$ cat src/rtl/pipeexe_emreg_if.sv
// rtl/pipeexe_emreg_if.sv - D/E bundle in, E/M register out, stall and forwarding taps
interface pipeexe_emreg_if;
  // D/E bundle presented to the execute stage
  logic        ewreg;
  logic        em2reg;
  logic        ewmem;
  logic [3:0]  ealuc;
  logic        ealuimm;
  logic        eshift;
  logic        ejal;
  logic [31:0] ea;
  logic [31:0] eb;
  logic [31:0] eimm;
  logic [31:0] epc4;
  logic [4:0]  ern0;
  // combinational taps back to decode
  logic [4:0]  ern;
  logic        estall;
  // E/M pipeline register
  logic        mwreg;
  logic        mm2reg;
  logic        mwmem;
  logic [31:0] malu;
  logic [31:0] mb;
  logic [4:0]  mrn;

  modport master (
    output ewreg, em2reg, ewmem, ealuc, ealuimm, eshift, ejal,
           ea, eb, eimm, epc4, ern0,
    input  ern, estall, mwreg, mm2reg, mwmem, malu, mb, mrn
  );

  modport slave (
    input  ewreg, em2reg, ewmem, ealuc, ealuimm, eshift, ejal,
           ea, eb, eimm, epc4, ern0,
    output ern, estall, mwreg, mm2reg, mwmem, malu, mb, mrn
  );
endinterface

$ cat src/rtl/pipeexe_emreg.sv
// rtl/pipeexe_emreg.sv - execute stage ALU and E/M register; iterative multiplier under PIPE_MUL_EN
module pipeexe_emreg #(
  parameter logic [3:0] MUL_CODE = 4'b1011,
  parameter logic [4:0] JAL_REG  = 5'd31
) (
  input logic            clock,
  input logic            resetn,
  pipeexe_emreg_if.slave bus
);

  logic [31:0] opa;
  logic [31:0] opb;
  logic [31:0] alu_out;
  logic [31:0] result;
  logic [31:0] em_alu;
  logic [4:0]  ern_int;
  logic        is_mul;
  logic        stall_int;

  logic        mwreg_q;
  logic        mm2reg_q;
  logic        mwmem_q;
  logic [31:0] malu_q;
  logic [31:0] mb_q;
  logic [4:0]  mrn_q;

  assign opa     = bus.eshift ? {27'b0, bus.eimm[10:6]} : bus.ea;
  assign opb     = bus.ealuimm ? bus.eimm : bus.eb;
  assign ern_int = bus.ejal ? JAL_REG : bus.ern0;
  // jal takes priority, so a jal never starts a multiply
  assign is_mul  = (bus.ealuc == MUL_CODE) && !bus.ejal;

  // single-cycle ALU; the multiply code yields 0 here
  always_comb begin
    alu_out = '0;
    case (bus.ealuc[2:0])
      3'b000:  alu_out = opa + opb;
      3'b100:  alu_out = opa - opb;
      3'b001:  alu_out = opa & opb;
      3'b101:  alu_out = opa | opb;
      3'b010:  alu_out = opa ^ opb;
      3'b110:  alu_out = {opb[15:0], 16'b0};
      3'b011:  alu_out = bus.ealuc[3] ? 32'b0 : (opb << opa[4:0]);
      3'b111:  alu_out = bus.ealuc[3] ? 32'($signed(opb) >>> opa[4:0])
                                      : (opb >> opa[4:0]);
      default: alu_out = '0;
    endcase
  end

  assign result = bus.ejal ? (bus.epc4 + 32'd4) : (is_mul ? 32'b0 : alu_out);

`ifdef PIPE_MUL_EN
  typedef enum logic [1:0] {IDLE, BUSY, DONE} state_t;

  state_t      state;
  logic [31:0] mcand;
  logic [31:0] mplier;
  logic [31:0] acc;
  logic [4:0]  cnt;

  // shift-add multiplier: load in IDLE, 32 BUSY steps, hand result over in DONE
  always_ff @(posedge clock or negedge resetn) begin
    if (!resetn) begin
      state  <= IDLE;
      mcand  <= '0;
      mplier <= '0;
      acc    <= '0;
      cnt    <= '0;
    end else begin
      case (state)
        IDLE: begin
          if (is_mul) begin
            mcand  <= opa;
            mplier <= opb;
            acc    <= '0;
            cnt    <= '0;
            state  <= BUSY;
          end
        end
        BUSY: begin
          if (mplier[0]) acc <= acc + mcand;
          mcand  <= {mcand[30:0], 1'b0};
          mplier <= {1'b0, mplier[31:1]};
          cnt    <= cnt + 5'd1;
          if (cnt == 5'd31) state <= DONE;
        end
        DONE:    state <= IDLE;
        default: state <= IDLE;
      endcase
    end
  end

  assign stall_int  = (state == BUSY) || ((state == IDLE) && is_mul);
  // reset must drop the stall at once even though IDLE sees a MUL on the inputs
  assign bus.estall = resetn & stall_int;
  assign em_alu     = (state == DONE) ? acc : result;
`else
  assign stall_int  = 1'b0;
  assign bus.estall = 1'b0;
  assign em_alu     = result;
`endif

  // E/M pipeline register; a stall cycle inserts a bubble
  always_ff @(posedge clock or negedge resetn) begin
    if (!resetn) begin
      mwreg_q  <= 1'b0;
      mm2reg_q <= 1'b0;
      mwmem_q  <= 1'b0;
      malu_q   <= '0;
      mb_q     <= '0;
      mrn_q    <= '0;
    end else if (stall_int) begin
      mwreg_q  <= 1'b0;
      mm2reg_q <= 1'b0;
      mwmem_q  <= 1'b0;
      malu_q   <= '0;
      mb_q     <= '0;
      mrn_q    <= '0;
    end else begin
      mwreg_q  <= bus.ewreg;
      mm2reg_q <= bus.em2reg;
      mwmem_q  <= bus.ewmem;
      malu_q   <= em_alu;
      mb_q     <= bus.eb;
      mrn_q    <= ern_int;
    end
  end

  assign bus.ern    = ern_int;
  assign bus.mwreg  = mwreg_q;
  assign bus.mm2reg = mm2reg_q;
  assign bus.mwmem  = mwmem_q;
  assign bus.malu   = malu_q;
  assign bus.mb     = mb_q;
  assign bus.mrn    = mrn_q;

endmodule

$ cat src/flat_wrapper.sv
// flat-port wrapper written by rule: the top's interface ports become plain ports
module pipeexe_emreg_flat 
#(
  parameter logic [3:0] MUL_CODE = 4'b1011,
  parameter logic [4:0] JAL_REG  = 5'd31
)
  (clock, resetn, bus_ewreg, bus_em2reg, bus_ewmem, bus_ealuc, bus_ealuimm, bus_eshift, bus_ejal, bus_ea, bus_eb, bus_eimm, bus_epc4, bus_ern0, bus_ern, bus_estall, bus_mwreg, bus_mm2reg, bus_mwmem, bus_malu, bus_mb, bus_mrn);
  pipeexe_emreg_if bus_i ();
  input logic clock;
  input logic resetn;
  input wire logic [$bits(bus_i.ewreg)-1:0] bus_ewreg;
  input wire logic [$bits(bus_i.em2reg)-1:0] bus_em2reg;
  input wire logic [$bits(bus_i.ewmem)-1:0] bus_ewmem;
  input wire logic [$bits(bus_i.ealuc)-1:0] bus_ealuc;
  input wire logic [$bits(bus_i.ealuimm)-1:0] bus_ealuimm;
  input wire logic [$bits(bus_i.eshift)-1:0] bus_eshift;
  input wire logic [$bits(bus_i.ejal)-1:0] bus_ejal;
  input wire logic [$bits(bus_i.ea)-1:0] bus_ea;
  input wire logic [$bits(bus_i.eb)-1:0] bus_eb;
  input wire logic [$bits(bus_i.eimm)-1:0] bus_eimm;
  input wire logic [$bits(bus_i.epc4)-1:0] bus_epc4;
  input wire logic [$bits(bus_i.ern0)-1:0] bus_ern0;
  output wire logic [$bits(bus_i.ern)-1:0] bus_ern;
  output wire logic [$bits(bus_i.estall)-1:0] bus_estall;
  output wire logic [$bits(bus_i.mwreg)-1:0] bus_mwreg;
  output wire logic [$bits(bus_i.mm2reg)-1:0] bus_mm2reg;
  output wire logic [$bits(bus_i.mwmem)-1:0] bus_mwmem;
  output wire logic [$bits(bus_i.malu)-1:0] bus_malu;
  output wire logic [$bits(bus_i.mb)-1:0] bus_mb;
  output wire logic [$bits(bus_i.mrn)-1:0] bus_mrn;
  assign bus_i.ewreg = bus_ewreg;
  assign bus_i.em2reg = bus_em2reg;
  assign bus_i.ewmem = bus_ewmem;
  assign bus_i.ealuc = bus_ealuc;
  assign bus_i.ealuimm = bus_ealuimm;
  assign bus_i.eshift = bus_eshift;
  assign bus_i.ejal = bus_ejal;
  assign bus_i.ea = bus_ea;
  assign bus_i.eb = bus_eb;
  assign bus_i.eimm = bus_eimm;
  assign bus_i.epc4 = bus_epc4;
  assign bus_i.ern0 = bus_ern0;
  assign bus_ern = bus_i.ern;
  assign bus_estall = bus_i.estall;
  assign bus_mwreg = bus_i.mwreg;
  assign bus_mm2reg = bus_i.mm2reg;
  assign bus_mwmem = bus_i.mwmem;
  assign bus_malu = bus_i.malu;
  assign bus_mb = bus_i.mb;
  assign bus_mrn = bus_i.mrn;
  pipeexe_emreg #(.MUL_CODE(MUL_CODE), .JAL_REG(JAL_REG)) u_core (.clock(clock), .resetn(resetn), .bus(bus_i));
endmodule
$ cat config.mk
export PLATFORM = sky130hd
export DESIGN_NAME = pipeexe_emreg_flat
export DESIGN_NICKNAME = d
export VERILOG_FILES = /design/src/rtl/pipeexe_emreg_if.sv /design/src/rtl/pipeexe_emreg.sv /design/src/flat_wrapper.sv
export SDC_FILE = /design/constraint.sdc
export NUM_CORES = 1
export LEC_CHECK = 0
export CAP_MARGIN = 10
export CORE_ASPECT_RATIO = 1.5
export CORE_MARGIN = 10
export CORE_UTILIZATION = 59
export DETAILED_ROUTE_END_ITERATION = 10
export GPL_TIMING_DRIVEN = 0
export PLACE_DENSITY = 0.86
export SLEW_MARGIN = 20
export SYNTH_ARGS = -nofsm -noshare
export SYNTH_HDL_FRONTEND = slang
export SYNTH_SLANG_ARGS = --single-unit
$ cat constraint.sdc
create_clock -name clock -period 3.2 [get_ports clock]
set_input_delay 0.96 -clock clock [delete_from_list [all_inputs] [get_ports clock]]
set_output_delay 0.96 -clock clock [all_outputs]
set_load 0.05 [all_outputs]
==> impl_metrics.toml, run 1 <==
[status]
status = "did not finish"
haltStage = "5_1_grt"
error = "[ERROR GRT-0116] Global routing finished with congestion. Check the congestion regions in the DRC Viewer."

[yosys]
synthAdderAreaFrac_pct = 10.7
synth_compound_area_share_pct = 25.8
synth_edf_count = 0
syn_inst = 1482
synth_xor_area_share_pct = 6.31
yosys_register_bits = 72
synth_area_sq_um = 11500
ys_seq_area_share_pct = 15.6
synth-simple-area-share_pct = 17.0
yosysWarnings = 0
syn_area_per_cell_sq_um = 7.78
syn_nets = 1725
synth.mux.area_fraction_pct = 18.3
ys.flop_type = "dfrtp_1"
synth_cell_type_count = 85
synth_top_family_by_area = "compound AO/OA/AOI/OAI gates"
async_flop_share_pct = 100

[placement]
io_buffers = 219
place_ws_ns = -3.18
dp_hpwl_microns = 42600
gp_congestion = 1.51

[clock_tree]
cts_inserted_buffers = 9
clockBufferDepth = 2
hold_buffers = 0
cts.sinks = 72
clockRootBuffer = "clkbuf_16"
h-tree-depth = 3

[floorplanning]
die_x_microns = 134
ioPinCount = 223
core.rowCount = 62
initial_utilization_pct = 60.2
die_y_microns = 191

[grt]
grt_pass1_wl_microns = 117000
grt_max_degree = 40
track_usage_pct = 60.8
grt_overflow_total = 4
grt_pass1_vias = 17700
synth_stat cells (25+ instances only):
cell	number	area, sq um
a21oi_1	111	556
ha_1	97	1210
nor3_1	25	125
clkbuf_1	71	267
nor2_1	130	488
nand2b_1	33	206
xnor2_1	63	552
dfrtp_1	72	1800
a211oi_1	36	270
nand3_1	31	155
mux2i_1	120	1200
o21ai_0	104	521
o22ai_1	32	200
nand2_1	135	507
inv_1	60	225
per-layer routing:
metal  global-route usage, %  overflow
met3                    48.0         1
met5                    23.4         0
met4                    53.9         1
met1                    58.8         0
met2                    79.2         2
cell families after synthesis:
family	after synthesis
AO/OA/AOI/OAI	453
XOR/XNOR	83
adder cells (fa/ha/maj)	98
buffers and inverters	174
flip-flops	72
multiplexers	178
other	1
AND/OR/NAND/NOR	423
per-stage QoR:
stage               utilization, %  std cells  instance area, sq um
floorplan                        -       1482                 11800
global placement              74.8       1957                 14300
detailed placement            74.9       1958                 14400
CTS                           87.3       2104                 16700
repair_timing:
item	in CTS
setup endpoints to repair	37
pin swaps	81
buffers inserted	135
resized for setup	323
==> run 2: changes to the inputs <==
CORE_ASPECT_RATIO = unset   (was 1.5)
CORE_UTILIZATION = 40   (was 59)
PLACE_DENSITY = unset   (was 0.86)
PLACE_DENSITY_LB_ADDON = 0.15   (was unset)
==> impl_metrics.toml, run 2 <==
[status]
status = "complete, but fails checks"
violations = "negative setup slack"

[critical_path]
criticalPathCategory = "input pin to register"
cp_max_fo = 6
worstPathArrival_ns = 5.34
required_ns = 3.44
start_kind = "input pin"
end_kind = "register"

[floorplanning]
ioPinCount = 223
die_area_sq_um = 36000
die_x_microns = 190
initial_utilization_pct = 40.4
die_y_microns = 190
core.rowCount = 62
core_area_sq_um = 28500

[flow_run]
maxCapViolCount = 0

[timing]
drv_slew = 0
rsz0062_at_grt = "yes"
finalHoldViolations = 0
min_period_ns = 5.09
finalSetupViolations = 32
fmax_mhz = 196
tns_ns = -44.08
tightest_slew_ns = 1.25
min_period_over_period_pct = 159
relSlewSlack_pct = 15.8
setup_slack_ns = -1.89

[yosys]
synthAdderAreaFrac_pct = 10.7
yosys_register_bits = 72
ys_seq_area_share_pct = 15.6
syn_area_per_cell_sq_um = 7.78
yosysMostFrequentCell = "nand2_1"
synth_xor_area_share_pct = 6.31
synth.mux.area_fraction_pct = 18.3
synth_compound_area_share_pct = 25.8
synth_area_leader_cell = "dfrtp_1"
synth-simple-area-share_pct = 17.0
async_flop_share_pct = 100
yosysWarnings = 0
synth_area_sq_um = 11500
syn_inst = 1482
synth_edf_count = 0
ys.flop_type = "dfrtp_1"
syn_nets = 1725
synth_top_family_by_area = "compound AO/OA/AOI/OAI gates"
synth_common_cells = "nand2_1 (135), nor2_1 (130), mux2i_1 (120)"
netlist.area_leader.share_pct = 15.6
synth_area_leaders = "dfrtp_1 (16%), ha_1 (11%), mux2i_1 (10%)"
synth_cell_type_count = 85

[clock_tree]
hold_buffers = 0
clockBufferDepth = 2
cts.sinks = 72
clockRootBuffer = "clkbuf_16"
h-tree-depth = 3
cts_inserted_buffers = 9
clkSlewWorstSetupHoldPaths_ns = 0.07
cts_tree = "yes"

[layout]
postLayoutCoreUtil_pct = 58.7
nets = 2057
drive_gt1_share_pct = 22.5
syn2layout_area_growth_pct = 45.4
final_common_cell = "clkdlybuf4s50_1"
fill_cells = 2641
final_area_sq_um = 16800
final_cell_mix = "clkdlybuf4s50_1 (200), nand2_1 (130), nor2_1 (124), mux2i_1 (104), a21oi_1 (97)"

[route]
drt-total-wl_microns = 68900
met1_length_microns = 27200
route.antenna.remaining_nets = 0
via_per_inst = 6.46
wl_met3_microns = 8040
drtIter0Drc = 2022
highest_layer = "met5"
post_drt_wl_per_cell_microns = 31.3
drt-pass1-iter-count = 6
drcViolationCount = 0
met2_length_microns = 28900
routed-via-count = 14200

[pwr]
ir_drop_uv = 208
power_mw = 6.05
leakagePower_nw = 7.00
power_density_nw_per_um2 = 361

[placement]
dp_hpwl_microns = 52900
placed_cell_area_sq_um = 14500
gp_congestion = 1.06
place_ws_ns = -3.66
io_buffers = 219

[grt]
grt_max_degree = 49
track_usage_pct = 36.8
grt_pass1_wl_microns = 97700
antenna_found_initial = 3
grt_pass1_vias = 13800
grt_overflow_total = 0

[min_path]
hp-class = "input pin to asynchronous set/reset pin"
run 2: cell counts after synthesis:
Identical to the previous run, type by type.
run 2: through the flow:
| stage | hold slack [ns] | std cells |
|---|---|---|
| floorplan | 0.664 | 1482 |
| global placement | 1.41 | 2085 |
| detailed placement | 0.915 | 2086 |
| CTS | 0.522 | 2174 |
| global route | 0.541 | 2203 |
| finish | 0.525 | 2205 |
run 2: worst max-delay path, cell delays in order:
cell	delay, ns
clkdlybuf4s50_1	0.48
nor4_2	0.35
a21oi_2	0.12
or2b_1	0.27
or3_4	0.45
o31ai_2	0.22
xnor2_1	0.21
ha_2	0.38
and3_1	0.23
and3_1	0.22
a22oi_2	0.19
nand2_2	0.16
a311o_1	0.44
a41oi_2	0.22
nor4_1	0.08
or3_1	0.35
run 2: cell families after synthesis:
group / Yosys count
compound gates: 453
xor+xnor: 83
mux: 178
simple gates: 423
buf+inv: 174
fa+ha+maj: 98
other cells: 1
flops: 72
run 2: routing by layer:
layer,vias to the layer above,GRT usage [%]
met3,238,10.1
li1,6155,-
met5,-,0
met1,6817,47.5
met4,2,21.6
met2,1027,54.1
run 2: cell type report:
class | instances | area, sq um | share of cell area [%]
plain buffers | 97 | 682 | 4.07
clock inverters | 6 | 72.6 | 0.433
multi-input cells | 1236 | 10100 | 60.1
diodes | 2 | 5.00 | 0.0299
inverters | 76 | 302 | 1.80
clock buffers | 10 | 239 | 1.43
well taps | 384 | 480 | 2.87
repair buffers | 322 | 3110 | 18.6
flip-flops and latches | 72 | 1800 | 10.7
run 2: where the power goes:
part | internal [mW] | switching (mW) | total, mW
sequential | 0.985 | 0.0218 | 1.01
clock | 0.638 | 0.503 | 1.14
combinational | 1.49 | 2.41 | 3.90
run 2: repair_timing:
item,4_1_cts,5_1_grt
setup buffers,77,29
gates cloned,0,0
pin swaps,56,33
setup endpoints to repair,37,37
resized for setup,239,73
run 2: path summary, 6_finish.rpt:
kind | depth (start not counted) | start | to
max | 16 | bus_eb[7] | u_core.bus.malu[28]
min | 1 | resetn | u_core.bus.mb[0]
max in group asynchronous | 2 | resetn | u_core.bus.malu[21]
min in group clock | 1 | bus_eb[0] | u_core.bus.mb[0]
No activity file was read; power rests on OpenSTA's default activity.
